[config.mk]
export PLATFORM = sky130hd
export DESIGN_NAME = fetch_sequencer
export DESIGN_NICKNAME = d
export VERILOG_FILES = /design/src/rtl/fetch_pkg.sv /design/src/rtl/fetch_port_mux.sv /design/src/rtl/fetch_sequencer.sv
export SDC_FILE = /design/constraint.sdc
export NUM_CORES = 1
export LEC_CHECK = 0
export CAP_MARGIN = 15
export CELL_PAD_IN_SITES_DETAIL_PLACEMENT = 1
export CELL_PAD_IN_SITES_GLOBAL_PLACEMENT = 2
export CORE_ASPECT_RATIO = 1.1
export CORE_MARGIN = 2
export CORE_UTILIZATION = 18
export CTS_BUF_LIST = sky130_fd_sc_hd__clkbuf_8
export CTS_CLUSTER_SIZE = 10
export DETAILED_ROUTE_END_ITERATION = 6
export PLACE_DENSITY = 0.74
export SYNTH_ARGS = -nofsm -noshare
export SYNTH_HDL_FRONTEND = slang
export SYNTH_HIERARCHICAL = 1
export SYNTH_SLANG_ARGS = --single-unit
[constraint.sdc]
create_clock -name clk -period 3.15 [get_ports clk]
set_input_delay 0.315 -clock clk [delete_from_list [all_inputs] [get_ports clk]]
set_output_delay 0.315 -clock clk [all_outputs]
set_load 0.005 [all_outputs]
[src/rtl/fetch_pkg.sv]
// Shared types, constants and address-legality helper for the instruction fetch sequencer.
// Used by fetch_sequencer and fetch_port_mux.
package fetch_pkg;

  typedef enum logic [1:0] {
    FS_IDLE  = 2'd0,
    FS_RUN   = 2'd1,
    FS_HALT  = 2'd2,
    FS_FAULT = 2'd3
  } fetch_state_t;

  localparam int unsigned INSTR_BYTES = 4;
  localparam logic [31:0] NOP_WORD    = 32'h0000_0013;

  // Word-aligned and inside the instruction memory.
  function automatic logic pc_legal(input logic [31:0] addr, input int unsigned mem_bytes);
    return (addr[1:0] == 2'b00) && (addr < mem_bytes);
  endfunction

endpackage

[src/rtl/fetch_port_mux.sv]
// Memory port arbiter: loader owns the port in IDLE/HALT when requesting, fetch otherwise.
// Latency: combinational. Backpressure: loader is refused (load_gnt=0) outside IDLE/HALT.
// Out-of-range loader writes are granted but the write strobe is suppressed.
module fetch_port_mux
  import fetch_pkg::*;
#(
  parameter int          ADDR_W    = 32,
  parameter int unsigned MEM_BYTES = 56
) (
  input  fetch_state_t      state,
  input  logic [ADDR_W-1:0] pc,
  input  logic              load_req,
  input  logic [ADDR_W-1:0] load_addr,
  input  logic [31:0]       load_data,
  output logic              load_gnt,
  output logic [ADDR_W-1:0] mem_addr,
  output logic              mem_we,
  output logic [31:0]       mem_wdata
);

  always_comb begin
    load_gnt  = load_req && ((state == FS_IDLE) || (state == FS_HALT));
    mem_addr  = pc;
    mem_we    = 1'b0;
    mem_wdata = NOP_WORD;
    if (load_gnt) begin
      mem_addr  = load_addr;
      mem_wdata = load_data;
      mem_we    = pc_legal(32'(load_addr), MEM_BYTES);
    end
  end

endmodule

[src/rtl/fetch_sequencer.sv]
// PC sequencer + fetch/loader port arbitration; optional perf counters under FETCH_PERF_EN.
// Latency: 1 cycle pc -> instr. Backpressure: stall holds pc/instr; loader refused while running.
// Branch redirect beats stall; a self-targeting branch halts, an illegal target faults (sticky).
module fetch_sequencer
  import fetch_pkg::*;
#(
  parameter int                 ADDR_W    = 32,
  parameter int unsigned        MEM_BYTES = 56,
  parameter logic [ADDR_W-1:0]  RESET_PC  = '0
) (
  input  logic              clk,
  input  logic              reset,
  input  logic              start,
  input  logic              stall,
  input  logic              br_taken,
  input  logic [ADDR_W-1:0] br_pc,
  input  logic [ADDR_W-1:0] br_target,
  input  logic              load_req,
  input  logic [ADDR_W-1:0] load_addr,
  input  logic [31:0]       load_data,
  output logic              load_gnt,
  output logic [ADDR_W-1:0] mem_addr,
  output logic              mem_we,
  output logic [31:0]       mem_wdata,
  input  logic [31:0]       inst_code,
  output logic [ADDR_W-1:0] pc,
  output logic [31:0]       instr,
  output logic              instr_valid,
  output logic              halted,
  output logic              fault
`ifdef FETCH_PERF_EN
  ,
  input  logic              perf_clr,
  output logic [31:0]       fetch_count,
  output logic [15:0]       squash_count
`endif
);

  fetch_state_t      state;
  logic [ADDR_W-1:0] pc_seq;
  logic              seq_legal;
  logic              tgt_legal;
  logic              start_go;

  assign pc_seq    = pc + ADDR_W'(INSTR_BYTES);
  assign seq_legal = pc_legal(32'(pc_seq), MEM_BYTES);
  assign tgt_legal = pc_legal(32'(br_target), MEM_BYTES);
  // A simultaneous load request wins the port, so start is dropped.
  assign start_go  = start && !load_req;

  fetch_port_mux #(
    .ADDR_W    (ADDR_W),
    .MEM_BYTES (MEM_BYTES)
  ) u_port_mux (
    .state     (state),
    .pc        (pc),
    .load_req  (load_req),
    .load_addr (load_addr),
    .load_data (load_data),
    .load_gnt  (load_gnt),
    .mem_addr  (mem_addr),
    .mem_we    (mem_we),
    .mem_wdata (mem_wdata)
  );

  always_ff @(posedge clk or negedge reset) begin
    if (!reset) begin
      state       <= FS_IDLE;
      pc          <= RESET_PC;
      instr       <= '0;
      instr_valid <= 1'b0;
      halted      <= 1'b0;
      fault       <= 1'b0;
    end else begin
      case (state)
        FS_IDLE, FS_HALT: begin
          if (start_go) begin
            state  <= FS_RUN;
            pc     <= RESET_PC;
            halted <= 1'b0;
          end
        end
        FS_RUN: begin
          if (br_taken) begin
            instr_valid <= 1'b0;
            if (!tgt_legal) begin
              state <= FS_FAULT;
              fault <= 1'b1;
            end else begin
              pc <= br_target;
              if (br_target == br_pc) begin
                state  <= FS_HALT;
                halted <= 1'b1;
              end
            end
          end else if (!stall) begin
            if (!seq_legal) begin
              // pc stays put so the memory address is frozen on the last legal fetch.
              state       <= FS_FAULT;
              fault       <= 1'b1;
              instr_valid <= 1'b0;
            end else begin
              instr       <= inst_code;
              instr_valid <= 1'b1;
              pc          <= pc_seq;
            end
          end
        end
        default: begin
          fault <= 1'b1;
        end
      endcase
    end
  end

`ifdef FETCH_PERF_EN
  logic fetch_inc;
  logic squash_inc;
  logic perf_zero;

  assign fetch_inc  = (state == FS_RUN) && !br_taken && !stall && seq_legal;
  assign squash_inc = (state == FS_RUN) && br_taken;
  assign perf_zero  = perf_clr || (start_go && ((state == FS_IDLE) || (state == FS_HALT)));

  always_ff @(posedge clk or negedge reset) begin
    if (!reset) begin
      fetch_count  <= '0;
      squash_count <= '0;
    end else if (perf_zero) begin
      fetch_count  <= '0;
      squash_count <= '0;
    end else begin
      if (fetch_inc && (fetch_count != '1))
        fetch_count <= fetch_count + 32'd1;
      if (squash_inc && (squash_count != '1))
        squash_count <= squash_count + 16'd1;
    end
  end
`endif

endmodule

Word-level counts from Yosys, hierarchy flattened
Index checks and enable logic that the tools add are counted.
- output and inout port bits: 133
- word-level logic and storage cells: 75
- flip-flop bits (word level): 69
- input bits: 166
- mux-type cells: 29
- $add $sub $neg: 1
- order comparisons: 3
- bitwise operators: 3
- equality and inequality tests: 14
- reductions and logical operators: 19
- operators with widths (cell ; count):
    $mux 32 ; 7
    $lt 32x6->1 const B ; 3
    $pmux 32 s2 ; 1
    $add 32x3->32 const B ; 1
    $eq 32x32->1 ; 1
    $ne 3x3->1 const B ; 5
    $reduce_and 5->1 ; 3
    $mux 1 ; 12
    $mux 2 ; 6
    $logic_not 2->1 ; 4
    $ne 2x2->1 const B ; 4
    $reduce_and 4->1 ; 2
    $logic_and 1x1->1 ; 5
    $ne 4x4->1 const B ; 1
    $pmux 1 s2 ; 2
    $pmux 2 s2 ; 1
    $not 1->1 ; 3
    $eq 2x1->1 const B ; 1
    $eq 2x2->1 const B ; 1
    $ne 2x1->1 const B ; 1
    $reduce_and 2->1 ; 1
    $reduce_bool 2->1 ; 1
    $reduce_or 2->1 ; 1
    $logic_not 1->1 ; 1
    $logic_or 1x1->1 ; 1

Depth between registers and ports, before layout
Gate-level depths: netlist (run 1).
- depth in word-level cells: 7
- mapped depth: 11
- depth with buffers taken out: 9

By module
Netlist (run 1), hierarchy kept.
- by module, submodules not included (module ; area an instance (um^2) ; cells an instance ; instances ; sequential area each (um^2)):
    fetch_sequencer ; 3692.3 ; 343 ; 1 ; 1726.7
    fetch_port_mux ; 723.2 ; 84 ; 1 ; 0.0

Worst setup path after synthesis (run 1)
Ideal clock, no wire load.
- path kind: register to register
- start point: reg pc[2]
- end point: reg instr[10]
- buffers on the path: 1
- setup slack: 70 ps
- data arrival time: 2953 ps
- cell stages (with the launch flop): 10
- setup time: 127 ps
- clock period less this slack: 3080 ps
- required time: 3023 ps
- cells stage by stage: dfrtp_1 ha_1 and4_1 nand3_1 xor2_1 nand4_1 or4_1 nor4_4 buf_6 mux2_1
- longest elaborated chain between the ends: 4
- ends and longest elaborated chain (element ; RTL line ; text):
    start: declaration ; fetch_sequencer.sv:26 ; output logic [ADDR_W-1:0] pc,
    start signal: assignment ; fetch_sequencer.sv:90 ; pc <= br_target;
    start signal: assignment ; fetch_sequencer.sv:105 ; pc <= pc_seq;
    $add 32x3->32 ; fetch_sequencer.sv:45 ; assign pc_seq = pc + ADDR_W'(INSTR_BYTES);
    $lt 32x6->1 ; fetch_pkg.sv:17 ; return (addr[1:0] == 2'b00) && (addr < mem_bytes);
    $logic_and 1x1->1 ; fetch_pkg.sv:17 ;
    $reduce_and 4->1 (no line) ; - ;
    end signal: assignment ; fetch_sequencer.sv:103 ; instr <= inst_code;
    end: declaration ; fetch_sequencer.sv:27 ; output logic [31:0] instr,
Every way passes these cells.
A chain may end at the register's enable or synchronous reset.

Worst setup path after layout (run 1)
- start point: reg pc[13]
- end point: reg instr[12]
The elaborated chain is that of the path after synthesis.

==> results of run 1 <==
==> routing by layer <==
layer	up-vias	GRT usage, %	share of wire [%]
li1	2235	-	-
met1	2234	17.13	40
met2	151	26.26	51
met3	20	4.916	7.3
met4	0	3.151	1.4
met5	-	0	0
==> flip-flops by register name (all words and copies together), names as in the netlist <==
register,cells
instr,32
fault,1
pc,32
instr_valid,1
halted,1
state,2
==> cells in the mapped netlist, drive strengths merged (3+ instances only) <==
cell | instances | area (sq um)
dfrtp | 69 | 1727
mux2 | 67 | 777.0
and2 | 58 | 362.9
xor2 | 35 | 306.5
nor4 | 28 | 196.4
nand4 | 18 | 112.6
nand2 | 16 | 60.06
nor2 | 16 | 62.56
buf | 15 | 113.9
nand3 | 15 | 75.07
nor3 | 9 | 50.05
and3 | 6 | 37.54
a21oi | 5 | 25.02
clkbuf | 5 | 21.27
nand2b | 5 | 31.28
o21ai | 5 | 25.02
or3 | 5 | 31.28
and4 | 4 | 37.54
nand4b | 4 | 35.03
nor2b | 4 | 32.53
a21o | 3 | 22.52
a31oi | 3 | 18.77
nor3b | 3 | 22.52
o22ai | 3 | 18.77
o31a | 3 | 26.28
==> worst paths after layout <==
path / start / to / slack [ns] / depth (start not counted)
setup / recovery: pc[13]$_DFFE_PN0P_ / instr[12]$_DFFE_PN0P_ / 0.18 / 10
hold / removal: reset / pc[19]$_DFFE_PN0P_ / 0.06 / 1
setup reg to reg: pc[13]$_DFFE_PN0P_ / instr[12]$_DFFE_PN0P_ / 0.18 / 10
hold reg to reg: instr[21]$_DFFE_PN0P_ / instr[21]$_DFFE_PN0P_ / 0.49 / 1
max in group asynchronous: reset / instr[8]$_DFFE_PN0P_ / 2.45 / 1
min in group clk: instr[21]$_DFFE_PN0P_ / instr[21]$_DFFE_PN0P_ / 0.49 / 1
==> area by class of cell <==
cell class | count | area share, %
Timing Repair Buffer | 345 | 40.69
Clock inverter | 7 | 1.390
Tap cell | 310 | 4.683
Inverter | 2 | 0.09063
Multi-Input combinational cell | 336 | 30.80
Sequential cell | 69 | 20.85
Clock buffer | 9 | 1.495
==> stage by stage <==
| step | std cells | power (W) | hold slack (ns) |
|---|---|---|---|
| global placement | 1061 | 0.002649 | 0.4674 |
| floorplan | 427 | 0.001703 | 0.01941 |
| detailed placement | 1061 | 0.002665 | 0.4660 |
| global route | 1078 | 0.003744 | 0.1343 |
| finish | 1078 | 0.003509 | 0.05542 |
| CTS | 1077 | 0.003587 | 0.1006 |
==> critical path, stage by stage (launching register included) <==
cell and delay, ns:
dfrtp_1 0.36, buf_4 0.17, and3_1 0.27, nand4_1 0.20
o31a_1 0.34, nor4_1 0.30, nand4_1 0.23, nor4_4 0.25
buf_4 0.20, buf_12 0.17, mux2_1 0.34
==> logic make-up after synthesis <==
| kind of cell | after synthesis | share of synthesized area (%) |
|---|---|---|
| AND/OR/NAND/NOR | 195 | 26.66 |
| multiplexers | 69 | 18.05 |
| flip-flops | 69 | 39.10 |
| XOR/XNOR | 36 | 7.141 |
| AO/OA/AOI/OAI | 35 | 5.526 |
| buffers and inverters | 22 | 3.230 |
| adder cells (fa/ha/maj) | 1 | 0.2833 |
==> where the power goes <==
part | switching, W | internal [W] | leakage, nW | total, W
logic | 0.000473 | 0.000899 | 2.36 | 0.00137
registers | 0.000129 | 0.00112 | 0.895 | 0.00125
clock network | 0.000362 | 0.000523 | 0.121 | 0.000884
==> repair_timing <==
| action | 4_1_cts | 5_1_grt |
|---|---|---|
| buffers inserted | 0 | 1 |
| resized for setup | 0 | 1 |
| endpoints found under the setup margin | 0 | 32 |
==> results.yml, run 1 <==
cts:
  clk_latency_ns: 0.37
  cts_tree: "done"
  cts.clk_slew.worst_paths_ns: 0.08
  cts_buffer_depth: 2
  cts_buffers: 9
  htree_levels: 3
  cts-hold-fix-buffers: 0
  clock-sinks: 69
  clock-root-buffer: "clkbuf_8"
placed_design:
  gp_congestion: 0.7771
  place_ws_ns: 0.1558
  dpl_cell_area_sq_um: 8031
  post-dp-hpwl_mm: 15.63
  port_buffers: 298
floorplan:
  die_x_um: 153.3
  initial_core_util_pct: 18.21
  die_area_sq_um: 25800
  core_sq_um: 24250
  ios: 299
  rows: 60
  dieHeight_um: 168.3
cells_and_area:
  final.fill_count: 2744
  layout_common_cells: "clkdlybuf4s50_1 (297), dfrtp_1 (69), and2_1 (58)"
  ff_latch_area_sq_um: 1727
  post-route-util_pct: 34.16
  antenna_cells: 0
  multi_input_area_sq_um: 2551
  final_common_cell: "clkdlybuf4s50_1"
  final_cell_area_sq_um: 8283
  fin_nets: 930
  drive_above_1_share_pct: 14.06
  area_delta_synth_final_pct: 87.59
drt:
  antenna_left: 0
  drtIter0Drc: 138
  drt-total-wl_mm: 18.99
  via_per_inst: 4.304
  route.detailed.drc: 0
  vias: 4640
  wl_per_cell_um: 17.62
  dr.pass1.iters: 4
synth:
  ys.flop_type: "dfrtp_1"
  yosysWarningCount: 6
  synth-edff-count: 0
  seq_area_frac_synth_pct: 39.10
  avgSynthCellArea_sq_um: 10.34
  async_flop_share_pct: 100.0
  syn_area_sq_um: 4415
  synth_seq_cells: 69
  syn_inst: 427
  synth.distinct_cells: 53
  synthesis.nets: 594
power_and_ir_drop:
  ir_drop_uv: 407.3
  p_per_area_nw_per_um2: 423.7
  power_leakage_nw: 3.376
sta:
  setup_violations: 0
  hold_viol_final: 0
  relSlewSlack_pct: 38.28
  slew_viol_final: 0
  clock.fmax_ghz: 0.3369
  period_minus_slack_ns: 2.968
  timing.final.crit_share_pct: 94.22
  fin_tns_setup_ns: 0
  rsz0062_at_grt: "false"
  worst_pin_slew_ns: 0.9259
  setup_ws_ns: 0.1821
  fin_skew_ns: 0.01137
worst_setup_path:
  critPathRequiredTime_ns: 3.39
  startpoint_type: "flip-flop"
  endpoint_kind: "flip-flop"
  cp.arrival_ns: 3.21
  critPathKind: "reg -> reg"
  cp_max_fo: 18
global_route:
  antenna_found_initial: 0
  gr-usage-all-layers_pct: 14.71
  grt-ovfl-total: 0
  grt_max_degree: 70
  grt_pass1_wl_mm: 29.68
  grt_pass1_vias: 5169
flow_run:
  drv_cap: 0
min_path:
  hold_path_class: "in -> async"
status:
  status: "completed"
(Power assumes the default switching activity.)
==> inputs of run 2 (changes only) <==
- CORE_MARGIN: 2 -> 1.5
- CORE_UTILIZATION: 18 -> 33
- DONT_BUFFER_PORTS: default -> 1
- PLACE_DENSITY: 0.74 -> 0.75
==> run 2 against run 1 <==
The run now ends with design-rule violations left; critical path depth is the same; clock power shrank 23%; clock-buffer cell count grew 1; sequential power grew 6%; via count shrank 22%; design area shrank 39%; utilization grew 4.2 points; clock skew grew 0.0019 ns; critical path type unchanged; largest power group is now registers.
==> results.yml, run 2 (synthesized netlist as in run 1, its figures left out) <==
floorplan:
  dieHeight_um: 124.3
  die_area_sq_um: 14080
  die_x_um: 113.3
  ios: 299
  rows: 44
  initial_core_util_pct: 33.56
  core_sq_um: 13160
placed_design:
  dpl_cell_area_sq_um: 4772
  gp_congestion: 0.8612
  port_buffers: 0
  dp.cells: 605
  post-dp-hpwl_mm: 11.67
power_and_ir_drop:
  p_per_area_nw_per_um2: 516.1
  power_w: 0.002608
  ir_drop_uv: 243.5
  power_leakage_nw: 2.223
min_path:
  hold_path_class: "in -> reg"
sta:
  fin_skew_ns: 0.01328
  slew_viol_final: 0
  worst_pin_slew_ns: 0.7138
  hold_viol_final: 0
  timing.hold.ws_ns: 0.07469
  period_minus_slack_ns: 3.039
  timing.final.crit_share_pct: 96.46
  setup_violations: 0
  clock.fmax_ghz: 0.3291
  relSlewSlack_pct: 51.91
worst_setup_path:
  endpoint_kind: "flip-flop"
  cp_cell_sequence: "buf_4 > and3_1 > nand4_1 > or3_1 > o31a_1 > a211o_1 > nor4_4 > buf_4 > buf_8 > mux2_1"
  critPathRequiredTime_ns: 3.39
  cp.arrival_ns: 3.28
  critPathKind: "reg -> reg"
  cp_max_fo: 18
  startpoint_type: "flip-flop"
  critPathSlowestCell: "or3_1"
  crit_top_cell: "buf_4"
  cpPeakStageDelay_ns: 0.43
  reg2reg_slack_ns: 0.11
cts:
  cts.clk_slew.worst_paths_ns: 0.08
  clk_latency_ns: 0.36
  cts_buffer_depth: 2
  cts_tree: "done"
  htree_levels: 3
  clock-root-buffer: "clkbuf_8"
  cts_buffers: 9
  clock-sinks: 69
drt:
  routed.top_layer: "met4"
  wl_met1_mm: 5.622
  wl_per_cell_um: 23.80
  drtIter0Drc: 114
  drt-total-wl_mm: 14.88
  dr.pass1.iters: 7
  via_per_inst: 5.802
  vias: 3626
  wl_met3_mm: 1.215
  dr_wl_met2_mm: 7.822
  antenna_left: 0
  route.detailed.drc: 3
global_route:
  grt-ovfl-total: 0
  grt_pass1_vias: 3921
  grt_pass1_wl_mm: 22.18
  gr-usage-all-layers_pct: 20.50
  antenna_found_initial: 0
  grt_max_degree: 70
cells_and_area:
  layout_common_cells: "dfrtp_1 (68), and2_1 (58), buf_4 (37)"
  final_cell_area_sq_um: 5052
  reg.largest.list: "instr: 32 flops, pc: 32 flops, state: 2 flops"
  final_common_cell: "dfrtp_1"
  final_cell_count_no_fill: 625
  area_delta_synth_final_pct: 14.42
  drive_above_1_share_pct: 22.41
  antenna_cells: 0
  fin_nets: 626
status:
  status: "finished with violations"
  violations: "design-rule violations"
flow_run:
  drv_cap: 0
[run 2: changes by cell type in the layout (fill, tap and decap cells not counted), moves of 2 or more]
cell	change
buf_4	-8
clkdlybuf4s50_1	-297
buf_12	-3
inv_6	+2
bufinv_16	-3
nor4_2	+2
nor4_1	-3
clkinv_4	+2
[run 2: power breakdown]
group          switching (W)  internal [W]  leakage (nW)
Sequential          0.000196       0.00113         0.893
Clock               0.000367      0.000314        0.0986
Combinational       0.000301      0.000304          1.23
Total               0.000864       0.00174          2.22
[run 2: cell type report]
cell class | instances | area (sq um)
clock buffers | 10 | 137.6
multi-input cells | 336 | 2575
inverters | 2 | 7.507
fillers | 1483 | 8105
flip-flops and latches | 69 | 1728
well taps | 161 | 201.4
repair buffers | 41 | 355.3
clock inverters | 6 | 47.55
[run 2: repair_timing]
| item | in CTS | in global routing |
|---|---|---|
| resized for setup | 0 | 8 |
| hold buffers | 2 | 0 |
| endpoints found under the setup margin | 0 | 29 |
| buffers inserted | 0 | 1 |
| hold endpoints to repair | 69 | 0 |
[run 2: path summary, 6_finish.rpt]
path / from / cells after the start / to
worst min register to register: fault$_DFFE_PN0P_ / 1 / fault$_DFFE_PN0P_
worst max-delay path: pc[13]$_DFFE_PN0P_ / 10 / instr[27]$_DFFE_PN0P_
max in group asynchronous: reset / 2 / pc[27]$_DFFE_PN0P_
worst min-delay path: br_taken / 1 / instr_valid$_DFFE_PN0P_
worst max register to register: pc[13]$_DFFE_PN0P_ / 10 / instr[27]$_DFFE_PN0P_
min in group asynchronous: reset / 2 / instr[24]$_DFFE_PN0P_
[run 2: per-stage QoR]
| stage | TNS (ns) | setup slack (ns) | util (%) |
|---|---|---|---|
| 4_1_cts | 0 | 0.08148 | 37.96 |
| 3_5_place_dp | 0 | 0.1103 | 36.27 |
| 3_3_place_gp | 0 | 0.1807 | 36.27 |
| 2_1_floorplan | 0 | 0.07000 | - |
| 6_report | 0 | 0.1114 | 38.40 |
| 5_1_grt | -0.2521 | -0.02029 | 38.40 |
[run 2: per-layer routing]
metal | track usage [%] | up-vias
met1 | 23.51 | 1820
met3 | 6.229 | 16
met2 | 36.65 | 166
met4 | 5.662 | 0
li1 | - | 1624
met5 | 0 | -
[run 2: critical path, delay by kind of cell, from the launching register on]
family / cells / cell delay (ns)
AND/OR/NAND/NOR: 4 / 1.24
buffers and inverters: 3 / 0.53
AO/OA/AOI/OAI: 2 / 0.42
flip-flops: 1 / 0.40
multiplexers: 1 / 0.34
